[src/rtl/riscv_pkg.sv]
// rtl/riscv_pkg.sv - shared types and constants for the instruction fetch queue
package riscv_pkg;

    localparam logic [1:0] AXI_RESP_OKAY = 2'b00;
    localparam int         IFQ_LANE_BIT  = 2;

    // Fields sized for the widest configuration; narrower builds use the low bits.
    typedef struct packed {
        logic [31:0] instr;
        logic [63:0] pc;
        logic        err;
    } ifq_entry_t;

    typedef struct packed {
        logic [63:0] pc;
        logic        stale;
    } ifq_tag_t;

    typedef enum logic {
        AR_IDLE,
        AR_REQ
    } ifq_ar_state_t;

endpackage

[src/rtl/riscv_ifq_fifo.sv]
// rtl/riscv_ifq_fifo.sv - generic synchronous FIFO with clear, registered head
module riscv_ifq_fifo #(
    parameter int WIDTH = 8,
    parameter int DEPTH = 4
) (
    input  logic                       clk,
    input  logic                       reset,
    input  logic                       clear,
    input  logic                       push,
    input  logic                       pop,
    input  logic [WIDTH-1:0]           wdata,
    output logic [WIDTH-1:0]           rdata,
    output logic                       full,
    output logic                       empty,
    output logic [$clog2(DEPTH):0]     count
);
    localparam int AW = $clog2(DEPTH);

    logic [WIDTH-1:0] mem [DEPTH];
    logic [AW-1:0]    wr_ptr;
    logic [AW-1:0]    rd_ptr;
    logic [AW:0]      cnt;
    logic             do_push;
    logic             do_pop;

    assign do_pop  = pop & ~empty;
    // A full queue still accepts a push when the head leaves in the same cycle.
    assign do_push = push & (~full | do_pop);

    always_ff @(posedge clk) begin
        if (reset || clear) begin
            wr_ptr <= '0;
            rd_ptr <= '0;
            cnt    <= '0;
        end else begin
            if (do_push) wr_ptr <= wr_ptr + 1'b1;
            if (do_pop)  rd_ptr <= rd_ptr + 1'b1;
            cnt <= cnt + (AW+1)'(do_push) - (AW+1)'(do_pop);
        end
    end

    always_ff @(posedge clk) begin
        if (reset) begin
            for (int i = 0; i < DEPTH; i++) mem[i] <= '0;
        end else if (do_push && !clear) begin
            mem[wr_ptr] <= wdata;
        end
    end

    assign rdata = mem[rd_ptr];
    assign count = cnt;
    assign empty = (cnt == '0);
    assign full  = (cnt == (AW+1)'(DEPTH));

endmodule

[src/rtl/riscv_if_fetch_queue.sv]
// rtl/riscv_if_fetch_queue.sv - PC-to-decode fetch queue over AXI-Lite reads; RISCV_IFQ_BYPASS_EN enables same-cycle forwarding
module riscv_if_fetch_queue
    import riscv_pkg::*;
#(
    parameter int ADDR_WIDTH  = 64,
    parameter int DATA_WIDTH  = 64,
    parameter int INSTR_WIDTH = 32,
    parameter int DEPTH       = 4,
    parameter int MAX_OUTST   = 2
) (
    input  logic                   clk,
    input  logic                   reset,
    input  logic                   enable,
    input  logic                   i_read_instr,
    input  logic [DATA_WIDTH-1:0]  i_pc,
    input  logic                   i_flush,
    output logic                   o_stall,
    output logic [ADDR_WIDTH-1:0]  o_araddr,
    output logic                   o_arvalid,
    input  logic                   i_arready,
    input  logic [DATA_WIDTH-1:0]  i_rdata,
    input  logic [1:0]             i_rresp,
    input  logic                   i_rvalid,
    output logic                   o_rready,
    output logic                   o_instr_valid,
    output logic [INSTR_WIDTH-1:0] o_instr,
    output logic [DATA_WIDTH-1:0]  o_instr_pc,
    output logic                   o_instr_err,
    input  logic                   i_instr_ready
);
    localparam int QCW = $clog2(DEPTH) + 1;
    localparam int TCW = $clog2(MAX_OUTST) + 1;
    localparam int CW  = QCW + 1;

    ifq_ar_state_t  ar_state;
    logic           rready_q;
    logic           accept;
    logic           r_hs;
    logic           deliver;
    logic [CW-1:0]  credit;

    ifq_tag_t       tag_in, tag_head;
    logic           tag_pop, tag_full, tag_empty, tag_stale;
    logic [TCW-1:0] tag_count, stale_cnt;

    ifq_entry_t     q_in, q_head;
    logic           q_push, q_pop, q_full, q_empty;
    logic [QCW-1:0] q_count;
    logic [31:0]    lane_instr;

    assign credit  = CW'(q_count) + CW'(tag_count);
    // q_full implies credit >= DEPTH; it only keeps the queue guard explicit.
    assign o_stall = enable & ((ar_state == AR_REQ) | (credit >= CW'(DEPTH)) | tag_full | q_full);
    assign accept  = i_read_instr & enable & ~o_stall & ~i_flush & (ar_state == AR_IDLE);
    assign o_rready = rready_q;

    always_ff @(posedge clk) begin
        if (reset) begin
            ar_state  <= AR_IDLE;
            o_arvalid <= 1'b0;
            o_araddr  <= '0;
            rready_q  <= 1'b0;
        end else begin
            rready_q <= 1'b1;
            case (ar_state)
                AR_IDLE: if (accept) begin
                    o_araddr  <= ADDR_WIDTH'(i_pc);
                    o_arvalid <= 1'b1;
                    ar_state  <= AR_REQ;
                end
                AR_REQ: if (i_arready) begin
                    o_arvalid <= 1'b0;
                    ar_state  <= AR_IDLE;
                end
                default: ar_state <= AR_IDLE;
            endcase
        end
    end

    assign tag_in  = '{pc: 64'(i_pc), stale: 1'b0};
    assign r_hs    = i_rvalid & rready_q;
    assign tag_pop = r_hs & ~tag_empty;

    // Tags are in order, so everything outstanding at a flush is the oldest stale_cnt entries.
    always_ff @(posedge clk) begin
        if (reset) begin
            stale_cnt <= '0;
        end else if (i_flush) begin
            stale_cnt <= tag_count - TCW'(tag_pop);
        end else if (tag_pop && stale_cnt != '0) begin
            stale_cnt <= stale_cnt - 1'b1;
        end
    end

    assign tag_stale  = tag_head.stale | (stale_cnt != '0);
    assign lane_instr = (DATA_WIDTH == 64 && tag_head.pc[IFQ_LANE_BIT])
                        ? i_rdata[DATA_WIDTH-1 -: 32] : i_rdata[31:0];
    assign q_in       = '{instr: lane_instr, pc: tag_head.pc, err: (i_rresp != AXI_RESP_OKAY)};
    assign deliver    = tag_pop & ~tag_stale & ~i_flush;
    assign q_pop      = ~q_empty & i_instr_ready;

`ifdef RISCV_IFQ_BYPASS_EN
    logic bypass;
    assign bypass        = deliver & q_empty & i_instr_ready;
    assign q_push        = deliver & ~bypass;
    assign o_instr_valid = ~q_empty | bypass;
    assign o_instr       = bypass ? q_in.instr[INSTR_WIDTH-1:0] : q_head.instr[INSTR_WIDTH-1:0];
    assign o_instr_pc    = bypass ? q_in.pc[DATA_WIDTH-1:0]     : q_head.pc[DATA_WIDTH-1:0];
    assign o_instr_err   = bypass ? q_in.err                    : q_head.err;
`else
    assign q_push        = deliver;
    assign o_instr_valid = ~q_empty;
    assign o_instr       = q_head.instr[INSTR_WIDTH-1:0];
    assign o_instr_pc    = q_head.pc[DATA_WIDTH-1:0];
    assign o_instr_err   = q_head.err;
`endif

    riscv_ifq_fifo #(.WIDTH($bits(ifq_tag_t)), .DEPTH(MAX_OUTST)) u_tag_q (
        .clk   (clk),
        .reset (reset),
        .clear (1'b0),
        .push  (accept),
        .pop   (tag_pop),
        .wdata (tag_in),
        .rdata (tag_head),
        .full  (tag_full),
        .empty (tag_empty),
        .count (tag_count)
    );

    riscv_ifq_fifo #(.WIDTH($bits(ifq_entry_t)), .DEPTH(DEPTH)) u_out_q (
        .clk   (clk),
        .reset (reset),
        .clear (i_flush),
        .push  (q_push),
        .pop   (q_pop),
        .wdata (q_in),
        .rdata (q_head),
        .full  (q_full),
        .empty (q_empty),
        .count (q_count)
    );

endmodule

[config.mk]
export PLATFORM = sky130hd
export DESIGN_NAME = riscv_if_fetch_queue
export DESIGN_NICKNAME = d
export VERILOG_FILES = /design/src/rtl/riscv_pkg.sv /design/src/rtl/riscv_ifq_fifo.sv /design/src/rtl/riscv_if_fetch_queue.sv
export SDC_FILE = /design/constraint.sdc
export NUM_CORES = 1
export LEC_CHECK = 0
export BUFFER_PORTS_ARGS = -buffer_cell sky130_fd_sc_hd__buf_2
export CORE_ASPECT_RATIO = 1.25
export CORE_MARGIN = 3
export CORE_UTILIZATION = 58
export DETAILED_ROUTE_END_ITERATION = 10
export PLACE_DENSITY = 0.8
export SLEW_MARGIN = 0
export SYNTH_ARGS = -nofsm -noshare
export SYNTH_HDL_FRONTEND = slang
export SYNTH_SLANG_ARGS = --single-unit
[constraint.sdc]
create_clock -name clk -period 7 [get_ports clk]
set_input_delay 0.7 -clock clk [delete_from_list [all_inputs] [get_ports clk]]
set_output_delay 0.7 -clock clk [all_outputs]
set_load 0.005 [all_outputs]
After elaboration in Yosys (flattened, before gate mapping). Memories as Yosys holds them, arrays and structs flattened. A register that Yosys moved wholly into a read port is not among the register bits. Cells that the tools add are included.

RAM bits: 516. Bits in registers: 80. Input port bits: 138. Output and inout bits: 165. Word-level logic and storage cells: 98. Memories kept: 2.

Memories: u_out_q.mem (words 4, width 97, rd ports 1, clocked after Yosys merged registers in 1, write ports 4, RTL line riscv_ifq_fifo.sv:19) `logic [WIDTH-1:0] mem [DEPTH];`; u_tag_q.mem (words 2, width 64, rd ports 1, clocked after Yosys merged registers in 1, write ports 2, RTL line riscv_ifq_fifo.sv:19).

$add $sub $neg: 11. Bitwise logic cells: 28. Reductions and logical operators: 13. Equal/unequal tests: 4. Magnitude comparators: 1. Mux-type cells: 28.

Operators by type and width (count): 97-bit two-way mux (1); 97-bit OR reduction (1); 64-bit two-way mux (1); 64-bit OR reduction (1); 32-bit two-way mux (1); 1-bit two-way mux (18); 1-bit AND (14); 2-bit two-way mux (5); 1-bit NOT (8); 2-bit nonzero test (3); 1-bit OR (5); 2-bit by 1-bit adder with 2-bit output, second input constant (2); 3-bit by 2-bit adder with 4-bit output (1); 4-bit by 3-bit greater-or-equal comparator with 1-bit output, second input constant (1); 1-bit case mux with 2 select lines (2); 2-bit AND reduction (2); 2-bit by 1-bit subtractor with 2-bit output (2); 3-bit by 1-bit adder with 3-bit output (1); 3-bit == test, second input constant (1); 3-bit logical NOT (1); 3-bit by 1-bit subtractor with 3-bit output (1); 1-bit adder, second input constant (2); 2-bit by 1-bit adder with 2-bit output (1); 2-bit == test, second input constant (1); other kinds (8) (9).

Depth between registers and ports, before layout. Gate-level depths: netlist of run 1.

Word-level depth: 16. Mapped depth: 11. Mapped depth without buffers: 10.

Modules after synthesis. From an unflattened synthesis of run 1, not the netlist that was laid out.

Cells, all modules: 1727. Area total of the unflattened synthesis: 26267.7 sq um.

Modules (own cells, without submodules): riscv_ifq_fifo at u_out_q (times used 1, cells an instance 998, area an instance 17122.7 sq um); riscv_ifq_fifo at u_tag_q (times used 1, cells an instance 377, area an instance 5920.7 sq um); riscv_if_fetch_queue (times used 1, cells an instance 352, area an instance 3224.3 sq um).

Worst setup path after synthesis of run 1. OpenSTA, ideal clock, no wires.

Path kind: input port to flip-flop. From: input i_flush. To: memory u_tag_q.mem[0][0] (netlist bit), enable pin. Slack: 0.486 ns. Required time: 6.426 ns. Stages on the path: 5. Library setup time: 0.574 ns. Arrival time: 5.940 ns. Path through: and3b_1 -> nand4_1 -> clkbuf_1 -> buf_2 -> o21ai_0.

RTL lines: start: declaration (RTL line riscv_if_fetch_queue.sv:16) `input logic i_flush,`; end: declaration (RTL line riscv_ifq_fifo.sv:19).

==> results of run 1 <==
[cell type report]
cell class	count	area [µm²]	share of cell area [%]
clock buffer	77	1500	5.33
clock inverter	22	128	0.454
inverter	11	41.3	0.147
multi-input combinational	919	6910	24.6
sequential	599	17200	61.1
tap	552	691	2.46
timing repair buffer	323	1670	5.94
[metal layers]
layer	wire [µm]	up-vias	GRT usage, %
met1	20200	7038	31.2
li1	-	6444	-
met5	34	-	0
met3	4360	113	4.88
met2	26700	599	39.4
met4	1830	6	8.59
[registers in the layout, indices dropped and copies added, names as in the netlist, named ones only]
register	cells
u_out_q.mem	388
u_tag_q.mem	128
o_araddr	64
u_out_q.count	3
stale_cnt	2
u_out_q.rd_ptr	2
u_out_q.wr_ptr	2
u_tag_q.count	2
ar_state	1
o_arvalid	1
o_rready	1
u_tag_q.rd_ptr	1
u_tag_q.wr_ptr	1
[logic make-up (layout without fill, tap and decap cells)]
logic type,count (synthesis),in the layout,synth area share [%]
multiplexers,257,257,15.4
flip-flops,599,599,69.8
buffers and inverters,119,433,2.47
AND/OR/NAND/NOR,631,631,11.3
AO/OA/AOI/OAI,17,17,0.463
XOR/XNOR,8,8,0.285
adder cells (fa/ha/maj),6,6,0.336
[synth_stat cells, types with 3 or more instances]
library cell / n
sky130_fd_sc_hd__mux2i_1: 160
sky130_fd_sc_hd__buf_2: 20
sky130_fd_sc_hd__o21ai_0: 4
sky130_fd_sc_hd__xor2_1: 3
sky130_fd_sc_hd__buf_6: 18
sky130_fd_sc_hd__dfxtp_1: 83
sky130_fd_sc_hd__buf_1: 7
sky130_fd_sc_hd__xnor2_1: 5
sky130_fd_sc_hd__nand2b_1: 3
sky130_fd_sc_hd__and2_1: 129
sky130_fd_sc_hd__inv_1: 10
sky130_fd_sc_hd__clkbuf_1: 63
sky130_fd_sc_hd__nor3_1: 9
sky130_fd_sc_hd__nor2_1: 462
sky130_fd_sc_hd__ha_1: 5
sky130_fd_sc_hd__nand2_1: 13
sky130_fd_sc_hd__edfxtp_1: 516
sky130_fd_sc_hd__nand2b_4: 3
sky130_fd_sc_hd__mux4_2: 97
sky130_fd_sc_hd__a21oi_1: 4
[report_power, final]
part | switching (mW) | internal (mW)
Clock | 1.22 | 1.52
Sequential | 0.0482 | 4.01
Combinational | 0.273 | 0.160
[worst paths after layout]
check,start,to,slack [ps],cells after the start
setup reg to reg,stale_cnt[0],u_out_q.mem[1][92],3360,7
hold reg to reg,o_arvalid,o_arvalid,460,2
hold / removal,i_pc[32],o_araddr[32],380,3
setup / recovery,register,o_instr_pc[43],3240,3
[worst min-delay path: stages]
cell	delay, ps
sky130_fd_sc_hd__buf_2	90
sky130_fd_sc_hd__mux2i_1	60
sky130_fd_sc_hd__nor2_1	70
[per-stage QoR]
stage	instances	setup slack, ps	power (mW)
3_3_place_gp	2404	3130	4.55
3_5_place_dp	2404	3040	4.57
4_1_cts	2503	3130	7.28
6_report	2503	3240	7.23
5_1_grt	2503	2990	7.47
2_1_floorplan	1637	486	4.38
==> flow_results.org, run 1 <==
** Worst hold path
- Min-Delay Path Class :: input pin to register

** Setup path
- Crit-path leading delay family :: buffers and inverters
- Startpoint-to-endpoint class of the critical path :: register to primary output
- Traced cell by cell, the critical path runs through buf_4, mux4_2, buf_2.
- Type of element launching the critical path :: register
- The slowest stage of the critical path is the sky130_fd_sc_hd__dfxtp_4 cell.
- CP max stage delay :: 800 ps
- Required time of the worst setup path :: about 6300 ps
- For the worst setup path, the data arrival time is between 3000 and 4000 ps.
- Critical path endpoint category :: primary output
- In this run the worst path has a maximum fanout of 40.
- Buffering stage count on the worst path with inverters included :: 2

** Final layout
- Once layout is done, the placed cells without fillers occupy 28100 µm².
- Core occupancy in the finished layout :: 67.8%
- The library cells used most frequently in the layout, excluding fill and tap cells, are sky130_fd_sc_hd__edfxtp_1 (516), sky130_fd_sc_hd__nor2_1 (462), sky130_fd_sc_hd__buf_2 (302), sky130_fd_sc_hd__mux2i_1 (159), sky130_fd_sc_hd__and2_1 (129).
- Synthesis-to-layout area growth :: 14.3%
- Final net count :: 2052
- Leaving out fill and tap cells, the most frequent cell in the layout is sky130_fd_sc_hd__edfxtp_1.
- Counting the fill cells in the layout gives 2795.
- Antenna cells :: 0
- Share of final-layout standard cells stronger than drive strength 1 :: a little over a quarter

** Global route
- Wire length of the first global-routing pass :: 82000 µm
- Pin count of the biggest net entering global routing :: 79
- The number of antenna violations at the first check in global routing was 4.
- The via count of the first global-routing pass is 14600.
- Total gr overflow :: 0
- Global routing used between 20% and 30% of the available tracks.

** Timing
- Fin crit share :: 53.7%
- Final hold analysis gives a worst-case slack of around 380 ps.
- Across the routed clock network, the largest skew measured is 17.7 ps.
- Unrepaired setup endpoints after global routing :: false
- Total negative setup slack :: 0 ps
- Final setup violation count :: 0
- The count of final hold-check violations came to 0.
- At the pin with the least slew margin, the transition time is 1110 ps.
- Highest clock frequency the design can meet :: 0.266 GHz
- Measured against its own limit, the worst slew margin works out to 25.1%.
- The worst path in the final design needs a cycle of between 3000 and 4000 ps, including I/O delays and setup.
- Slew Limit Fails :: 0

** Die
- For this design the top-level I/O count stands at 303.
- The floorplan step defined a die boundary enclosing approximately 45000 µm².
- Once the floorplan was initialized, standard cells occupied 59.3% of the core.
- Placeable core area :: 41400 µm²
- Die height :: 236 µm
- Width of the chip :: 190 µm
- In this run the core area contains 83 standard-cell rows.

** Clock tree
- Post-CTS Repair Setup Buffers :: 0
- TritonCTS clock tree :: yes
- For the worst-skew pair, the clock arrives at the later sink with an insertion delay of 580 ps.
- Maximum clock path buffer count :: 3
- Number of cells upsized or downsized after cts :: 0
- CTS placed an instance of sky130_fd_sc_hd__clkbuf_16 at the clock tree root.
- Cts hold-fix bufs :: 0
- After clock tree synthesis, the clock-pin slew on the worst setup and hold paths is 60 ps.
- CTS saw between 500 and 600 sinks.
- Max H-tree Level :: 2
- The number of clock buffers added by TritonCTS is 54.

** Synthesis
- Async S/R FF share, synth :: 0%
- The most used flip-flop cell after synthesis is sky130_fd_sc_hd__edfxtp_1.
- The mapped netlist covers 24600 µm².
- In this run, synthesis inferred 516 flip-flops with an integrated enable.
- The average instance in the mapped netlist occupies 15.0 µm².
- Sequential elements use 69.8% of the synthesized area.
- Cell count after synthesis :: 1637
- Synthesis inferred 599 register bits.
- The number of nets handed over by synthesis was 1781.
- Summed over all instances, the cell type with the most area after synthesis is sky130_fd_sc_hd__edfxtp_1.
- After synthesis, the largest area contributor takes up 63.0% of total cell area.
- After synthesis, the netlist uses 38 different library cells.
- For this run, the number of Yosys warnings is 0.
- Ranking of synthesized cells by area :: sky130_fd_sc_hd__edfxtp_1 (63%), sky130_fd_sc_hd__mux4_2 (8.9%), sky130_fd_sc_hd__nor2_1 (7.1%), sky130_fd_sc_hd__dfxtp_1 (6.8%), sky130_fd_sc_hd__mux2i_1 (6.5%)

** Status
- Status :: finished, final reports clean

** Routing
- Antenna Violating Nets Remaining :: 0
- Drt via density :: ~5.7
- DRC violation total after the first TritonRoute iteration :: 1278
- Pre-antenna DRT Iters :: 5
- For this run, design rule violations remaining after detail routing come to 0.
- Total wire length :: 53100 µm
- Post-DR wirelength/cell :: about 21 µm
- Total number of vias :: between 10000 and 15000

** Place
- Detailed placement HPWL :: 32500 µm
- Placer Congestion :: 0.761
- Summing all placed instances gives a cell area of 26500 µm².
- Buffers placed on the I/O ports in this run total 302.

** Power
- Areal power density over the cells :: 257 nW/µm²
- IR analysis of the VDD net gives a maximum drop of 197 µV.
- Leakage power summed over all cells :: 11.1 nW

** Flow run
- Max cap viols :: 0
Power figures use the tool's default switching activity.
==> inputs of run 2 (changes only) <==
- ABC_AREA: default -> 1
- CORE_UTILIZATION: 58 -> 53
- PLACE_DENSITY: 0.8 -> 0.76
- clock period: 7 -> 3.4 ns (I/O delays scaled with it)
==> run 2 against run 1 <==
Net effect: sequential power is 110% higher; sequential cell count is the same; first-iteration DRC count is 27% higher; cell area rose by 5.9%; synthesized cell count rose by 54%; clock skew fell by 1.3 ps; routed wire length increased by 16%; non-clock buffer count increased by 42.
==> flow_results.org, run 2 <==
** Status
- Status :: finished, final reports clean

** Final layout
- The largest registers in the layout are u_out_q.mem: 388 flops, u_tag_q.mem: 128 flops, o_araddr: 64 flops.
- Share of final-layout standard cells stronger than drive strength 1 :: around 17%
- Leaving out fill and tap cells, the most frequent cell in the layout is sky130_fd_sc_hd__nor2_1.
- The register with the most flip-flops in the layout has 388 of them.
- In the layout the commonest cells are sky130_fd_sc_hd__nor2_1 (586), sky130_fd_sc_hd__edfxtp_1 (516), sky130_fd_sc_hd__buf_2 (302), sky130_fd_sc_hd__o21ai_0 (294), sky130_fd_sc_hd__inv_1 (252).
- Register name with the most flops :: u_out_q.mem
- Fillcell total :: ~3700
- Final net count :: 2903
- Final design area excluding fillers :: 29800 µm²
- From synthesis to final layout, the design area changed by 16.5%.

** Global route
- The via count of the first global-routing pass was 18200.
- Met3 track demand over resource in global routing :: about 3.2%
- For met1 alone, demand over resource in global routing was 32.4%.
- Number of antenna violations at the first check in global routing :: 1
- The layer flagged by global routing as most heavily used is met2.
- The first global-routing pass estimated 95800 µm of wire.
- Entering global routing, the biggest net connects 111 pins.
- Global-route total usage across every layer :: 23.6%
- Global routing used 39.4% of the available met2 tracks.
- Total gr overflow :: 0

** Synthesis
- Synthesized Nets :: 2657
- Async S/R FF share, synth :: 0%
- EDFF count, synth :: 516
- Sequential cells were found to cover 67.2% of the synthesized design area.
- Yosys instantiated no cell more often than sky130_fd_sc_hd__nor2_1.
- Yosys mapped the design onto 27 distinct sky130hd cell types.
- The Yosys step of the flow raised 0 warnings.
- The average instance in the mapped netlist occupies 10.2 µm².
- Ranked by instance count, the synthesized netlist is headed by sky130_fd_sc_hd__nor2_1 (586), sky130_fd_sc_hd__edfxtp_1 (516), sky130_fd_sc_hd__o21ai_0 (298), sky130_fd_sc_hd__inv_1 (254), sky130_fd_sc_hd__nand2_1 (227).
- In the synthesized netlist the dominant register cell turns out to be sky130_fd_sc_hd__edfxtp_1.
- Sorting the synthesized cells by area gives the leading types as sky130_fd_sc_hd__edfxtp_1 (61%), sky130_fd_sc_hd__nor2_1 (8.6%), sky130_fd_sc_hd__dfxtp_1 (6.5%), sky130_fd_sc_hd__o21ai_0 (5.8%), sky130_fd_sc_hd__inv_1 (3.7%).
- Cell type with the largest total area after synthesis :: sky130_fd_sc_hd__edfxtp_1
- Top cell type's share of synthesized area :: 60.6%
- In this run the cell area of the synthesized design comes to 25500 µm².
- The synthesized design contains 599 register bits.
- The cell count after synthesis came out at 2513.

** Setup path
- In this run the critical register-to-register path is launched from u_tag_q.count[1].
- CP max stage delay :: 680 ps
- The worst register-to-register path ends at u_out_q.mem[1][58].
- For the worst flop-to-flop path, the logic depth is 8.
- Data on the critical path is required at its endpoint by 3060 ps.
- Data on the critical path arrives at its endpoint at 2650 ps.
- Top fanout value on the critical path :: 52
- Startpoint-to-endpoint class of the critical path :: register to primary output
- Traced cell by cell, the critical path runs through buf_4, o21ai_0, o22ai_1, buf_2.
- Critical path endpoint category :: primary output
- Slack of the worst reg-to-reg path :: around 750 ps
- Worst path slowest cell :: sky130_fd_sc_hd__dfxtp_4
- Timing endpoint of the critical path :: o_instr_pc[31]
- STA classifies the critical path startpoint as a register.

** Clock tree
- Num Clock Sinks :: between 500 and 600
- Number of cells upsized or downsized after cts :: 0
- Worst-path clk slew :: approximately 60 ps
- CTS built an H-tree with a depth of 2.
- Maximum clock path buffer count :: 3
- Cell at the root of the clock tree :: sky130_fd_sc_hd__clkbuf_16
- The number of clock buffers added by TritonCTS is 55.
- TritonCTS clock tree :: yes
- Clock latency on the worst-skew pair, taken at its later pin, is roughly 610 ps.

** Die
- After floorplanning, the core was divided into 89 placement rows.
- Placeable core area :: 47400 µm²
- Die area :: 50900 µm²
- From left edge to right edge, the die measures 202 µm.
- In this run the count of I/O pins placed on the die edge is 303.
- Die height :: approximately 250 µm
- Once the floorplan was initialized, standard cells occupied 53.9% of the core.

** Routing
- Drc violations :: 0
- Once detail routing completed, the nets flagged for antenna violations numbered 0.
- DRC violation total after the first TritonRoute iteration :: 1623
- Post-DR wirelength/cell :: 17.8 µm
- Detailed routing inserted a total of 18700 vias.
- Summed over all layers, the routed wires come to 61500 µm.
- Drt via density :: 5.43
- Pre-antenna DRT Iters :: 6

** Timing
- Post-layout minimum cycle time :: 2990 ps
- The count of final hold-check violations was 0.
- Fin crit share :: 88.0%
- Worst clock skew :: 16.3 ps
- Slew of the pin with the lowest slew margin :: 1080 ps
- Static timing analysis puts the maximum clock frequency at 0.334 GHz.
- Setup total negative slack on the finished layout was measured at 0 ps.
- The worst pin sits at a relative slew slack of roughly 28%.
- Setup violations remaining at the end of the flow were counted as 0.
- The number of pins exceeding their max-slew limit in the final report came to 0.
- Unrepaired setup endpoints after global routing :: false
- Final setup margin :: a little over 400 ps

** Place
- Placer Congestion :: 0.831
- Timing analysis after detailed placement gives a worst setup slack of 740 ps.
- Once detailed placement completed, the half-perimeter wirelength came to ~36000 µm.
- Placed standard-cell area :: roughly 28000 µm²
- In this run the tool buffered the top-level ports with 302 buffer cells.

** Power
- Overall power of the completed layout :: approximately 16 mW
- For this design the ratio of total power to cell area is ~520 nW/µm².
- Maximum VDD drop :: 473 µV
- Leakage power summed over all cells :: roughly 12 nW

** Worst hold path
- Min-Delay Path Class :: input pin to register

** Flow run
- Max cap viols :: 0
## run 2: cell count changes after synthesis, moves of 69 or more
cell | previous run | this run
sky130_fd_sc_hd__o21ai_0 | 4 | 298
sky130_fd_sc_hd__inv_1 | 10 | 254
sky130_fd_sc_hd__nand2_1 | 13 | 227
sky130_fd_sc_hd__mux2i_1 | 160 | 0
sky130_fd_sc_hd__and2_1 | 129 | 0
sky130_fd_sc_hd__nor2_1 | 462 | 586
sky130_fd_sc_hd__mux4_2 | 97 | 0
sky130_fd_sc_hd__o22ai_1 | 1 | 97
sky130_fd_sc_hd__a21oi_1 | 4 | 76
sky130_fd_sc_hd__nor3_1 | 9 | 78
## run 2: final cells by class
class | instances | area (µm²) | share of cell area, %
clock buffer | 64 | 1480 | 4.98
tap | 637 | 797 | 2.68
sequential | 599 | 17200 | 57.7
clock inverter | 40 | 395 | 1.33
inverter | 259 | 975 | 3.28
timing repair buffer | 365 | 2220 | 7.45
multi-input combinational | 1479 | 6720 | 22.6
antenna | 2 | 5.00 | 0.0168
## run 2: critical path, delay by kind of cell (launching register included)
family | cells | cell delay (ps)
AOI/OAI and AO/OA | 2 | 590
buffers and inverters | 2 | 750
DFF | 1 | 680
## run 2: worst min path at each step
stage	startpoint	cells past startpoint	slack, ps	to
global placement	u_tag_q.rd_ptr	1	440	register
global route	i_pc[12]	3	10	o_araddr[12]
floorplan	u_tag_q.rd_ptr	1	430	register
CTS	i_pc[1]	3	0.2	o_araddr[1]
detailed placement	o_araddr[20]	2	450	o_araddr[20]
finish	i_pc[25]	3	30	o_araddr[25]
## run 2: timing repair
action	CTS	global route
hold buffers	28	0
setup endpoints to repair	0	0
endpoints found under the hold margin	28	0
buffers inserted	0	0
## run 2: logic make-up after synthesis
| group | synth area share, % |
|---|---|
| XOR/XNOR | 0.0343 |
| AO/OA/AOI/OAI | 9.77 |
| flip-flops | 67.2 |
| buffers and inverters | 6.89 |
| AND/OR/NAND/NOR | 15.8 |
| adder cells (fa/ha/maj) | 0.323 |
## run 2: per-layer routing
| layer | wire length, µm | vias up |
|---|---|---|
| met2 | 30000 | 833 |
| li1 | - | 8938 |
| met1 | 24900 | 8837 |
| met4 | 1500 | 0 |
| met5 | 0 | - |
| met3 | 5090 | 111 |
## run 2: metrics by stage
step	hold slack, ps	cells	util (%)
floorplan	426	2513	-
global placement	442	3311	58.2
detailed placement	450	3311	58.2
CTS	0.205	3443	62.7
global route	14.9	3444	62.7
finish	32.8	3445	62.7
## run 2: power by group
part           switching, mW  internal [mW]
clock                   2.68           3.66
sequential            0.0838           8.24
combinational          0.649          0.296
